==> src/rtl/jpeg_rgb_to_ycbcr.sv <==
// RGB888 -> level-shifted signed YCbCr (BT.601, Q8) with optional 4:2:2 / 4:2:0 chroma
// decimation. Two-stage pipeline (products, then sum/round/clamp/subsample) with valid/ready.
module jpeg_rgb_to_ycbcr #(
  parameter int IMG_WIDTH = 2048
) (
  input  logic              clk,
  input  logic              rst_n,
  input  logic              valid_in,
  output logic              ready_out,
  input  logic              frame_start,
  input  logic [1:0]        subsample_mode,
  input  logic [7:0]        r_in,
  input  logic [7:0]        g_in,
  input  logic [7:0]        b_in,
  output logic signed [8:0] y_out,
  output logic signed [8:0] cb_out,
  output logic signed [8:0] cr_out,
  output logic              chroma_valid,
  output logic              valid_out,
  input  logic              ready_in
);

  localparam int XW = (IMG_WIDTH > 1) ? $clog2(IMG_WIDTH) : 1;
  localparam logic [XW-1:0] X_LAST = XW'(IMG_WIDTH - 1);

  typedef enum logic [1:0] {
    MODE_444 = 2'd0,
    MODE_422 = 2'd1,
    MODE_420 = 2'd2,
    MODE_RSV = 2'd3
  } mode_t;

  logic adv, accept;
  assign adv       = !valid_out | ready_in;
  assign ready_out = adv;
  assign accept    = valid_in & adv;

  // Column / row position; frame_start re-bases the pixel being accepted.
  logic [XW-1:0] x_cnt, x_cur;
  logic          row_odd, row_cur;

  always_comb begin
    x_cur   = frame_start ? '0 : x_cnt;
    row_cur = frame_start ? 1'b0 : row_odd;
  end

  always_ff @(posedge clk) begin
    if (!rst_n) begin
      x_cnt   <= '0;
      row_odd <= 1'b0;
    end else if (accept) begin
      if (x_cur == X_LAST) begin
        x_cnt   <= '0;
        row_odd <= ~row_cur;
      end else begin
        x_cnt   <= x_cur + 1'b1;
        row_odd <= row_cur;
      end
    end
  end

  // Stage 1: product registers and per-pixel position tags.
  logic        s1_valid, s1_odd, s1_last, s1_row;
  mode_t       s1_mode;
  logic [15:0] p_yr, p_yg, p_yb, p_cbr, p_cbg, p_cbb, p_crr, p_crg, p_crb;

  always_ff @(posedge clk) begin
    if (!rst_n) begin
      s1_valid <= 1'b0;
      s1_odd   <= 1'b0;
      s1_last  <= 1'b0;
      s1_row   <= 1'b0;
      s1_mode  <= MODE_444;
      p_yr  <= '0; p_yg  <= '0; p_yb  <= '0;
      p_cbr <= '0; p_cbg <= '0; p_cbb <= '0;
      p_crr <= '0; p_crg <= '0; p_crb <= '0;
    end else if (adv) begin
      s1_valid <= accept;
      if (accept) begin
        s1_odd  <= x_cur[0];
        s1_last <= (x_cur == X_LAST);
        s1_row  <= row_cur;
        s1_mode <= mode_t'(subsample_mode);
        p_yr  <= 16'(r_in) * 16'd77;
        p_yg  <= 16'(g_in) * 16'd150;
        p_yb  <= 16'(b_in) * 16'd29;
        p_cbr <= 16'(r_in) * 16'd43;
        p_cbg <= 16'(g_in) * 16'd85;
        p_cbb <= 16'(b_in) * 16'd128;
        p_crr <= 16'(r_in) * 16'd128;
        p_crg <= 16'(g_in) * 16'd107;
        p_crb <= 16'(b_in) * 16'd21;
      end
    end
  end

  function automatic logic signed [8:0] clamp9(input logic signed [17:0] v);
    if (v > 18'sd127)       return 9'sd127;
    else if (v < -18'sd128) return -9'sd128;
    else                    return v[8:0];
  endfunction

  function automatic logic signed [8:0] avg9(input logic signed [8:0] a, input logic signed [8:0] b);
    logic signed [9:0] s;
    s = {a[8], a} + {b[8], b} + 10'sd1;
    return 9'(s >>> 1);
  endfunction

  // Stage 2 arithmetic: sums wrap modulo 2^18, giving two's-complement chroma.
  logic [17:0]        y_raw, cb_raw, cr_raw;
  logic signed [17:0] cb_sh, cr_sh;
  logic [7:0]         y_val;
  logic signed [8:0]  y9, cb_c, cr_c;

  always_comb begin
    y_raw  = 18'(p_yr) + 18'(p_yg) + 18'(p_yb) + 18'd128;
    cb_raw = 18'(p_cbb) + 18'd128 - 18'(p_cbr) - 18'(p_cbg);
    cr_raw = 18'(p_crr) + 18'd128 - 18'(p_crg) - 18'(p_crb);
    y_val  = 8'(y_raw >> 8);
    y9     = $signed({1'b0, y_val} - 9'd128);
    cb_sh  = $signed(cb_raw) >>> 8;
    cr_sh  = $signed(cr_raw) >>> 8;
    cb_c   = clamp9(cb_sh);
    cr_c   = clamp9(cr_sh);
  end

  logic signed [8:0] cb_even, cr_even;
  logic              row_ok;
  assign row_ok = !(s1_mode == MODE_420 && s1_row);

  always_ff @(posedge clk) begin
    if (!rst_n) begin
      valid_out    <= 1'b0;
      chroma_valid <= 1'b0;
      y_out        <= '0;
      cb_out       <= '0;
      cr_out       <= '0;
      cb_even      <= '0;
      cr_even      <= '0;
    end else if (adv) begin
      valid_out    <= s1_valid;
      chroma_valid <= 1'b0;
      if (s1_valid) begin
        y_out <= y9;
        case (s1_mode)
          MODE_422, MODE_420: begin
            if (!s1_odd && !s1_last) begin
              cb_even <= cb_c;
              cr_even <= cr_c;
            end else if (s1_odd) begin
              cb_out       <= avg9(cb_even, cb_c);
              cr_out       <= avg9(cr_even, cr_c);
              chroma_valid <= row_ok;
            end else begin
              cb_out       <= cb_c;
              cr_out       <= cr_c;
              chroma_valid <= row_ok;
            end
          end
          default: begin
            cb_out       <= cb_c;
            cr_out       <= cr_c;
            chroma_valid <= 1'b1;
          end
        endcase
      end
    end
  end

endmodule

==> config.mk <==
export PLATFORM = sky130hd
export DESIGN_NAME = jpeg_rgb_to_ycbcr
export DESIGN_NICKNAME = d
export VERILOG_FILES = /design/src/rtl/jpeg_rgb_to_ycbcr.sv
export SDC_FILE = /design/constraint.sdc
export NUM_CORES = 1
export LEC_CHECK = 0
export CORE_ASPECT_RATIO = 0.9
export CORE_MARGIN = 2
export CORE_UTILIZATION = 30
export DETAILED_ROUTE_END_ITERATION = 16
export DONT_BUFFER_PORTS = 1
export PLACE_DENSITY_LB_ADDON = 0.15
export RECOVER_POWER = 25
export SLEW_MARGIN = 20
export SYNTH_ARGS = -nofsm -noshare
export SYNTH_HDL_FRONTEND = slang
export SYNTH_SLANG_ARGS = --single-unit
==> constraint.sdc <==
create_clock -name clk -period 17.05 [get_ports clk]
set_input_delay 3.41 -clock clk [delete_from_list [all_inputs] [get_ports clk]]
set_output_delay 3.41 -clock clk [all_outputs]
set_load 0.01 [all_outputs]
After elaboration in Yosys (flattened, before gate mapping) --
Index checks and enable logic that the tools add are counted.
Operators by class: add/subtract/negate cells 15, multipliers 7, magnitude comparators 4, eq/ne operators 4, multiplexer cells 17, bitwise operators 3, reduce and logical (&&, ||, !) cells 11
Operators with widths (count):
- 2-to-1 mux 9 bit | 10
- multiplier 8 x 7 -> 15 bit, second input constant | 4
- adder 15 x 8 -> 16 bit, second input constant | 2
- multiplier 8 x 5 -> 13 bit, second input constant | 2
- 2-to-1 mux 11 bit | 2
- adder 10 x 1 -> 10 bit, second input constant | 2
- adder 9 x 9 -> 10 bit | 2
- > comparator 10 x 8 -> 1 bit, second input constant | 2
- < comparator 10 x 8 -> 1 bit, second input constant | 2
- subtractor 17 x 14 -> 18 bit | 1
- subtractor 17 x 16 -> 18 bit | 1
- subtractor 16 x 14 -> 17 bit | 1
- subtractor 16 x 15 -> 17 bit | 1
- adder 15 x 16 -> 16 bit | 1
- adder 16 x 13 -> 16 bit | 1
- adder 16 x 8 -> 16 bit, second input constant | 1
- multiplier 8 x 6 -> 14 bit, second input constant | 1
- adder 11 x 1 -> 11 bit, second input constant | 1
- == test 11 bit, second input constant | 1
- subtractor 8 x 8 -> 9 bit, second input constant | 1
- 2-to-1 mux 1 bit | 5
- logical NOT 1 bit | 4
- AND reduction 2 bit | 2
- AND reduction 4 bit | 1
- 9 further kinds | 10
Storage, ports and cells: register bits after elaboration 181, input bits 31, output and inout port bits 30, logic and storage cells 84

Logic depth before layout (Yosys ltp) --
Gate-level depths: netlist of run 1.
depth in word-level cells 11, gate-level depth with buffers 32, mapped depth without buffers 31

Worst setup path before layout of run 1 --
Ideal clock, no wire load.
path type input to output, from input port ready_in, to output port ready_out, arrival 3.731 ns, data required time 13.640 ns, path slack 9.909 ns, stages on the path 2, buffers on the path 0, cell sequence nor2b_1 -> inv_1
On the way: cells in the longest elaborated chain, start to end 1
Ends and longest elaborated chain:
- start, declared | line 20 | input logic ready_in
- bitwise OR 1 bit | line 34 | assign adv = !valid_out | ready_in;
- end, declared | line 9 | output logic ready_out,
No other way between the ends.

Worst setup path after layout of run 1 --
Ends and elaborated chain as after synthesis.

==> results of run 1 <==
==> layout make-up <==
cell class | instances | area share, %
Clock buffer | 18 | 2.47
Clock inverter | 14 | 1.09
Inverter | 278 | 6.03
Multi-Input combinational cell | 1467 | 66.0
Sequential cell | 166 | 19.2
Tap cell | 697 | 5.03
Timing Repair Buffer | 5 | 0.216
==> sequential cells by signal, summed over array words and instances (netlist names), 2 cells and up <==
name / cells
p_crg: 15
p_cbg: 14
p_cbr: 13
p_crb: 13
p_yr: 13
x_cnt: 11
p_yb: 10
p_yg: 10
cb_even: 9
cb_out: 9
cr_even: 9
cr_out: 9
p_crr: 8
y_out: 8
p_cbb: 6
s1_mode: 2
==> cells by family after synthesis <==
logic type / share of synthesized area (%)
compound gates: 17.5
flops: 20.7
mux: 0.187
fa+ha+maj: 33.0
buf+inv: 8.09
simple gates: 15.4
xor+xnor: 5.12
==> power by group through the flow <==
stage	Clock, mW	Combinational, mW	Sequential (mW)
2_1_floorplan	0	1.34	0.492
3_3_place_gp	0	1.68	0.510
3_5_place_dp	0	1.68	0.512
4_1_cts	0.438	1.70	0.503
5_1_grt	0.452	1.94	0.511
6_report	0.421	1.68	0.501
==> layer usage <==
| layer | global-route usage, % | vias to the layer above |
|---|---|---|
| li1 | - | 6654 |
| met1 | 21.9 | 5939 |
| met2 | 25.3 | 147 |
| met3 | 2.78 | 27 |
| met4 | 3.28 | 0 |
| met5 | 0 | - |
==> path summary, 6_finish.rpt <==
path | cells after the start | slack, ps | startpoint | endpoint
worst max-delay path | 2 | 9830 | ready_in | ready_out
worst min-delay path | 2 | 450 | p_crb[10]$_SDFFE_PN0P_ | p_crb[10]$_SDFFE_PN0P_
worst max register to register | 26 | 10860 | p_crg[8]$_SDFFE_PN0P_ | cr_out[7]$_SDFFE_PN0P_
worst min register to register | 2 | 450 | p_crb[10]$_SDFFE_PN0P_ | p_crb[10]$_SDFFE_PN0P_
==> layout by cell type, fill, tap and decap left out, types with 28 or more instances in the layout <==
cell type	synthesis	routed
inv_1	278	277
fa_1	72	72
dfxtp_1	166	166
o21ai_0	72	72
nand2_1	237	237
a21o_1	31	31
xnor2_1	77	77
nand3_1	28	28
o21bai_1	28	28
nor3_1	39	39
nor2_1	116	115
a21oi_1	192	192
ha_1	309	309
==> stage by stage <==
stage	worst slack (ps)	hold slack (ps)
2_1_floorplan	9910	432
3_3_place_gp	9850	444
3_5_place_dp	9820	446
4_1_cts	9810	455
5_1_grt	9760	480
6_report	9830	452
==> metrics.yaml, run 1 <==
timing:
  fmax_mhz: 139
  timing.final.crit_period_ps: 7220
  drv_slew: 72
  min_period_over_period_pct: 42.3
  slew_headroom_pct: -73.7
  worstMarginPinSlew_ps: 2600
  fin_setup_tns_ps: 0
  rsz0062_at_grt: "no"
  final_hold_viol_count: 0
  finalSetupViolCount: 0
  finClkSkew_ps: 9.71
clock_network:
  cts_made_buffers: 17
  clkTransAtPathRegs_ps: 70
  clock_latency_ps: 460
  htree_levels: 4
  postCtsSetupBuffers: 0
  clock_sinks: 166
  max-clock-path-buffers: 2
  cts_tree: "yes"
  cts_resized: 0
  cts_root_buffer: "clkbuf_16"
  hold_buffers: 0
layout:
  drive_gt1_share_pct: 3.13
  antenna_cells: 0
  num-fill-cells: 5582
  area_growth_pct: 7.97
  finalNetCount: 2347
  stdcell_count: 2645
  multi_input_area_sq_um: 11500
  finish.utilization_pct: 32.8
  final_cell_area_sq_um: 17300
  seq_area_sq_um: 3320
hold_path:
  hold_class: "reg -> reg"
placement:
  placedCellCount: 2613
  dpl_cell_area_sq_um: 16700
  dp_hpwl_mm: 33.2
  place_congestion: 0.825
  portBuffers: 0
setup_path:
  cp_top_family: "simple AND/OR/NAND/NOR gates"
  path_cells: "nor2b_1 > inv_1"
  setup.worst_path.end_class: "output port"
  crit_path_max_fanout: 6
  worstPathArrival_ps: 3810
  path_class: "in -> out"
  crit_buf_inv: 1
  slowest_delay_ps: 210
  worstPathRequired_ps: 13640
  slowest_stage: "nor2b_1"
  worstSetupStartpointType: "input pin"
detailed_routing:
  top_layer_used: "met4"
  drt_iter0_markers: 543
  routedWlPerCell_microns: 15.7
  dr.pass1.iters: 5
  wl_met3_mm: 1.34
  wl_mm: 41.6
  drc: 0
  avgViaCountPerCell: 4.83
  drt-met1-wl_mm: 21.4
  dr_wl_met2_mm: 18.4
  vias: 12800
  final_antenna_net_count: 0
floorplanning:
  die_w_microns: 248
  io_pins: 61
  die-area_sq_um: 55400
  row_count: 80
  start_util_pct: 30.3
  fp.dieH_microns: 224
  core_area_sq_um: 53000
power_and_ir_drop:
  p_sw_share_pct: 46.1
  powerDensity_nw_per_um2: 150
  switching_power_mw: 1.20
  combPwrFrac_pct: 64.6
  leakage_nw: 8.11
  power_mw: 2.61
  p_int_mw: 1.40
  sequentialPowerShare_pct: 19.2
  clock_power_share_pct: 16.2
  ir_worst_vdd_mv: 0.0850
yosys:
  synth_edf_count: 0
  synth.most_common_cell: "ha_1"
  yosysSeqAreaShare_pct: 20.7
  ys_top_cells_by_area: "ha_1 24%, dfxtp_1 21%, fa_1 9.0%, inv_1 6.5%, a21oi_1 6.0%"
  synth-main-ff-cell: "dfxtp_1"
  syn_nets: 2388
  yosysWarnings: 0
  synth_top_area_share_pct: 24.1
  synth_area_per_cell_sq_um: 8.13
  yosys-top-cells-count: "309 x ha_1, 278 x inv_1, 237 x nand2_1, 192 x a21oi_1, 166 x dfxtp_1"
  synthDistinctLibCells: 73
  ys_async_sr_fraction_pct: 0
  synth_seq_cells: 166
  synthesis.area_sq_um: 16100
  synthCells: 1976
  yosysTopAreaCell: "ha_1"
status:
  status: "complete, but fails checks"
  failed_checks: "capacitance limit, slew limit"
global_route:
  grt_pass1_wl_mm: 68.3
  grt.overflow.total: 0
  grt_pass1_vias: 12800
  antenna_found_initial: 0
  track_usage_pct: 15.7
  grt_max_degree: 72
job:
  drv_cap: 1
Note: power is estimated with default switching activity, not from simulation.
==> run 2: changes to the inputs <==
==> constraint.sdc (replaced) <==
create_clock -name clk -period 5.91 [get_ports clk]
set_input_delay 1.182 -clock clk [delete_from_list [all_inputs] [get_ports clk]]
set_output_delay 1.182 -clock clk [all_outputs]
set_load 0.01 [all_outputs]
==> metrics.yaml, run 2 (same netlist as run 1, synthesis figures left out) <==
hold_path:
  hold_depth: 2
  hold_class: "reg -> reg"
timing:
  finalSetupViolCount: 0
  fmax_mhz: 181
  min_period_over_period_pct: 93.5
  setup_ws_ps: 384
  drv_slew: 133
  rsz0062_at_grt: "yes"
  timing.final.crit_period_ps: 5530
  finClkSkew_ps: 10.3
  worstMarginPinSlew_ps: 3820
  final_hold_viol_count: 0
  slew_headroom_pct: -155
floorplanning:
  io_pins: 61
  start_util_pct: 30.3
  die_w_microns: 248
  fp.dieH_microns: 224
  row_count: 80
  die-area_sq_um: 55400
  core_area_sq_um: 53000
layout:
  antenna_cells: 0
  finalNetCount: 2361
  max_flop_register: "p_crg"
  layout_common_cells: "308 x ha_1, 277 x inv_1, 237 x nand2_1"
  top_regs: "p_crg x15, p_cbg x14"
  stdcell_count: 2659
  multi_input_area_sq_um: 11500
  seq_area_sq_um: 3320
  drive_gt1_share_pct: 4.43
  final_common_cell: "ha_1"
  largest_reg_flops: 15
  num-fill-cells: 5548
  area_growth_pct: 9.49
clock_network:
  cts_tree: "yes"
  clock_sinks: 166
  cts_made_buffers: 17
  cts_root_buffer: "clkbuf_16"
  clock_latency_ps: 450
  hold_buffers: 0
  clkTransAtPathRegs_ps: 70
  htree_levels: 4
  max-clock-path-buffers: 2
job:
  drv_cap: 2
setup_path:
  worstPathArrival_ps: 5860
  path_class: "reg -> reg"
  slowest_delay_ps: 480
  setup.worst_path.end_class: "flop"
  crit_path_max_fanout: 7
  worstSetupStartpointType: "flop"
  slowest_stage: "or4_1"
  r2r_cells: 26
  worstPathRequired_ps: 6240
  crit_path_frequent_cell: "ha_1"
detailed_routing:
  routedWlPerCell_microns: 15.9
  vias: 13000
  drt_iter0_markers: 606
  avgViaCountPerCell: 4.88
  final_antenna_net_count: 0
  drc: 0
  wl_mm: 42.3
  dr.pass1.iters: 5
status:
  status: "complete, but fails checks"
  failed_checks: "capacitance limit, slew limit"
global_route:
  antenna_found_initial: 0
  grt.overflow.total: 0
  grt_pass1_wl_mm: 68.6
  track_usage_pct: 15.7
  grt_pass1_vias: 12800
  grt_max_degree: 70
placement:
  placedCellCount: 2624
  place_congestion: 0.852
  dp_hpwl_mm: 33.8
  portBuffers: 0
  post-place-ws_ps: 41.1
power_and_ir_drop:
  ir_worst_vdd_mv: 0.358
  powerDensity_nw_per_um2: 447
  leakage_nw: 8.21
run 2: cell count changes in the layout (fill, tap and decap cells not counted), moves of 2 or more:
cell | previous run | this run
o21ai_0 | 72 | 67
buf_4 | 5 | 17
o21ai_2 | 0 | 2
a21oi_2 | 0 | 2
inv_6 | 6 | 2
bufinv_16 | 3 | 5
clkinvlp_4 | 0 | 2
a21oi_1 | 192 | 190
buf_12 | 0 | 2
o21ai_1 | 2 | 5
run 2: area by class of cell:
| class | instances | area share, % |
|---|---|---|
| clock inverters | 14 | 1.26 |
| repair buffers | 19 | 0.953 |
| flip-flops and latches | 166 | 18.9 |
| well taps | 697 | 4.96 |
| clock buffers | 18 | 2.50 |
| inverters | 278 | 5.95 |
| multi-input cells | 1467 | 65.5 |
run 2: path summary, 6_finish.rpt:
check	endpoint	slack [ps]	start
worst max-delay path	cr_out[7]$_SDFFE_PN0P_	380	p_crg[8]$_SDFFE_PN0P_
worst min-delay path	p_cbr[11]$_SDFFE_PN0P_	450	p_cbr[11]$_SDFFE_PN0P_
worst max register to register	cr_out[7]$_SDFFE_PN0P_	380	p_crg[8]$_SDFFE_PN0P_
worst min register to register	p_cbr[11]$_SDFFE_PN0P_	450	p_cbr[11]$_SDFFE_PN0P_
run 2: critical path: cells and delay by family (launching register included):
family                     cells  cell delay (ps)
AOI/OAI and AO/OA             12             2030
and+or+nand+nor                7             1610
adders and majority gates      4             1150
DFF                            1              330
xor gates and xnor gates       2              220
buffers and inverters          1               40
run 2: where the power goes:
group          switching (mW)  internal (mW)
Sequential              0.142           1.29
Clock                   0.519          0.766
Combinational            2.94           2.20
Total                    3.60           4.26
run 2: routing by layer:
layer	vias to the layer above	wire length, microns	global-route usage, %
met2	159	19300	25.6
met4	0	583	3.84
met3	27	1250	2.61
met1	6102	21200	21.4
met5	-	0	0
li1	6679	-	-
run 2: repair_timing:
| action | in CTS | in global routing |
|---|---|---|
| gates resized for setup | 3 | 19 |
| pin swaps | 0 | 10 |
| setup buffers | 0 | 3 |
| hold endpoints to repair | 0 | 0 |
| endpoints found under the setup margin | 1 | 6 |
run 2: per-stage QoR:
step | hold slack, ps | util, % | setup TNS (ps) | cell area (sq um) | power [mW]
2_1_floorplan | 432 | - | 0 | 16100 | 5.29
3_3_place_gp | 442 | 31.8 | 0 | 16800 | 6.36
3_5_place_dp | 446 | 31.8 | 0 | 16800 | 6.42
4_1_cts | 455 | 33.1 | 0 | 17500 | 7.77
5_1_grt | 472 | 33.2 | -78.9 | 17600 | 8.65
6_report | 452 | 33.2 | 0 | 17600 | 7.86
==> run 3: changes to the inputs <==
--- a/config.mk
+++ b/config.mk
@@ -10,8 +10,10 @@
 export CORE_UTILIZATION = 30
 export DETAILED_ROUTE_END_ITERATION = 16
 export DONT_BUFFER_PORTS = 1
+export MAX_ROUTING_LAYER = met4
 export PLACE_DENSITY_LB_ADDON = 0.15
 export RECOVER_POWER = 25
+export SETUP_SLACK_MARGIN = 0.2
 export SLEW_MARGIN = 20
 export SYNTH_ARGS = -nofsm -noshare
 export SYNTH_HDL_FRONTEND = slang
==> metrics.yaml, run 3 (same netlist as run 1, synthesis figures left out) <==
status:
  status: "complete, but fails checks"
  failed_checks: "capacitance limit, slew limit"
detailed_routing:
  drt_iter0_markers: 585
  routedWlPerCell_microns: 15.9
  avgViaCountPerCell: 4.88
  final_antenna_net_count: 0
  vias: 13000
  drc: 0
  dr.pass1.iters: 5
  wl_mm: 42.4
clock_network:
  clock_sinks: 166
  cts_root_buffer: "clkbuf_16"
  hold_buffers: 0
  clkTransAtPathRegs_ps: 70
  cts_made_buffers: 17
  cts_tree: "yes"
  clock_latency_ps: 460
  htree_levels: 4
  max-clock-path-buffers: 2
floorplanning:
  die-area_sq_um: 55400
  core_area_sq_um: 53000
  die_w_microns: 248
  start_util_pct: 30.3
  fp.dieH_microns: 224
  io_pins: 61
  row_count: 80
timing:
  worstMarginPinSlew_ps: 1950
  slew_headroom_pct: -29.7
  drv_slew: 155
  final_hold_viol_count: 0
  finClkSkew_ps: 11.2
  finalSetupViolCount: 0
  min_period_over_period_pct: 91.2
  rsz0062_at_grt: "yes"
  fmax_mhz: 185
  fin_setup_tns_ps: 0
  timing.final.crit_period_ps: 5390
placement:
  portBuffers: 0
  placedCellCount: 2624
  place_congestion: 0.867
  dp_hpwl_mm: 33.8
global_route:
  antenna_found_initial: 0
  grt_pass1_wl_mm: 68.7
  grt_pass1_vias: 12800
  grt_max_degree: 70
  track_usage_pct: 16.2
  grt.overflow.total: 0
setup_path:
  worstPathArrival_ps: 5670
  path_class: "reg -> reg"
  worstPathRequired_ps: 6180
  worstSetupStartpointType: "flop"
  setup.worst_path.end_class: "flop"
  crit_path_max_fanout: 7
layout:
  finalNetCount: 2365
  largest_reg_flops: 15
  drive_gt1_share_pct: 5.29
  final_common_cell: "ha_1"
  antenna_cells: 0
  max_flop_register: "p_crg"
  stdcell_count: 2663
  top_regs: "p_crg x15, p_cbg x14"
  area_growth_pct: 10.2
  layout_common_cells: "301 x ha_1, 277 x inv_1, 236 x nand2_1"
power_and_ir_drop:
  powerDensity_nw_per_um2: 451
  power_mw: 7.99
  ir_worst_vdd_mv: 0.351
  leakage_nw: 8.23
job:
  drv_cap: 4
hold_path:
  hold_class: "reg -> reg"
## run 3: area by class of cell
cell class / count / area [sq um]
fill: 5534 / 35200
multi-input combinational: 1467 / 11600
sequential: 166 / 3320
inverter: 278 / 1040
tap: 697 / 872
clock buffer: 18 / 439
clock inverter: 14 / 221
timing repair buffer: 23 / 186
## run 3: worst paths after layout
check,cells past startpoint,endpoint,slack [ps],from
worst max-delay path,25,cr_out[7]$_SDFFE_PN0P_,520,p_crr[8]$_SDFFE_PN0P_
worst max register to register,25,cr_out[7]$_SDFFE_PN0P_,520,p_crr[8]$_SDFFE_PN0P_
worst min-delay path,2,p_cbr[11]$_SDFFE_PN0P_,450,p_cbr[11]$_SDFFE_PN0P_
worst min register to register,2,p_cbr[11]$_SDFFE_PN0P_,450,p_cbr[11]$_SDFFE_PN0P_
## run 3: per-layer routing
metal  vias to the layer above  GRT usage, %  routed length [microns]
met3                        29          2.58                     1420
met1                      6110          21.4                    21100
met2                       164          25.7                    19300
li1                       6683             -                        -
met5                         -             -                        0
met4                         0          3.79                      570
## run 3: worst max-delay path, stage by stage, from the launching register on
cell and delay [ps]:
dfxtp_1 350, ha_1 300, ha_1 310, or3b_4 410
nor2_2 140, a21o_1 120, a21oi_1 70, xnor2_1 140
ha_1 210, or4_1 470, a21o_1 200, a21oi_2 200
a21boi_0 140, nand2_1 180, o21ai_1 130, ha_1 390
nor2b_1 200, o21ai_1 100, a21boi_0 300, o21ai_1 100
nand2b_1 110, a21o_1 130, a21oi_1 70, xnor2_1 130
a211oi_1 240, nor3_1 70
## run 3: report_power, final
group | internal, mW | leakage, nW | switching, mW
sequential | 1.29 | 1.36 | 0.144
clock | 0.766 | 0.319 | 0.519
combinational | 2.28 | 6.55 | 2.98
## run 3: repair_timing
action                     4_1_cts  5_1_grt
buffers inserted                 2        5
pin swaps                        2       18
setup endpoints to repair        3        9
gates resized for setup          6       34
## run 3: through the flow
stage / hold WS (ps) / setup WS, ps / area, sq um / util (%)
after detailed placement: 446 / 41.1 / 16800 / 31.8
after global placement: 442 / 124 / 16800 / 31.8
after floorplan: 432 / 513 / 16100 / -
after global routing: 472 / 102 / 17700 / 33.5
after CTS: 455 / 208 / 17500 / 33.1
final: 451 / 518 / 17700 / 33.5
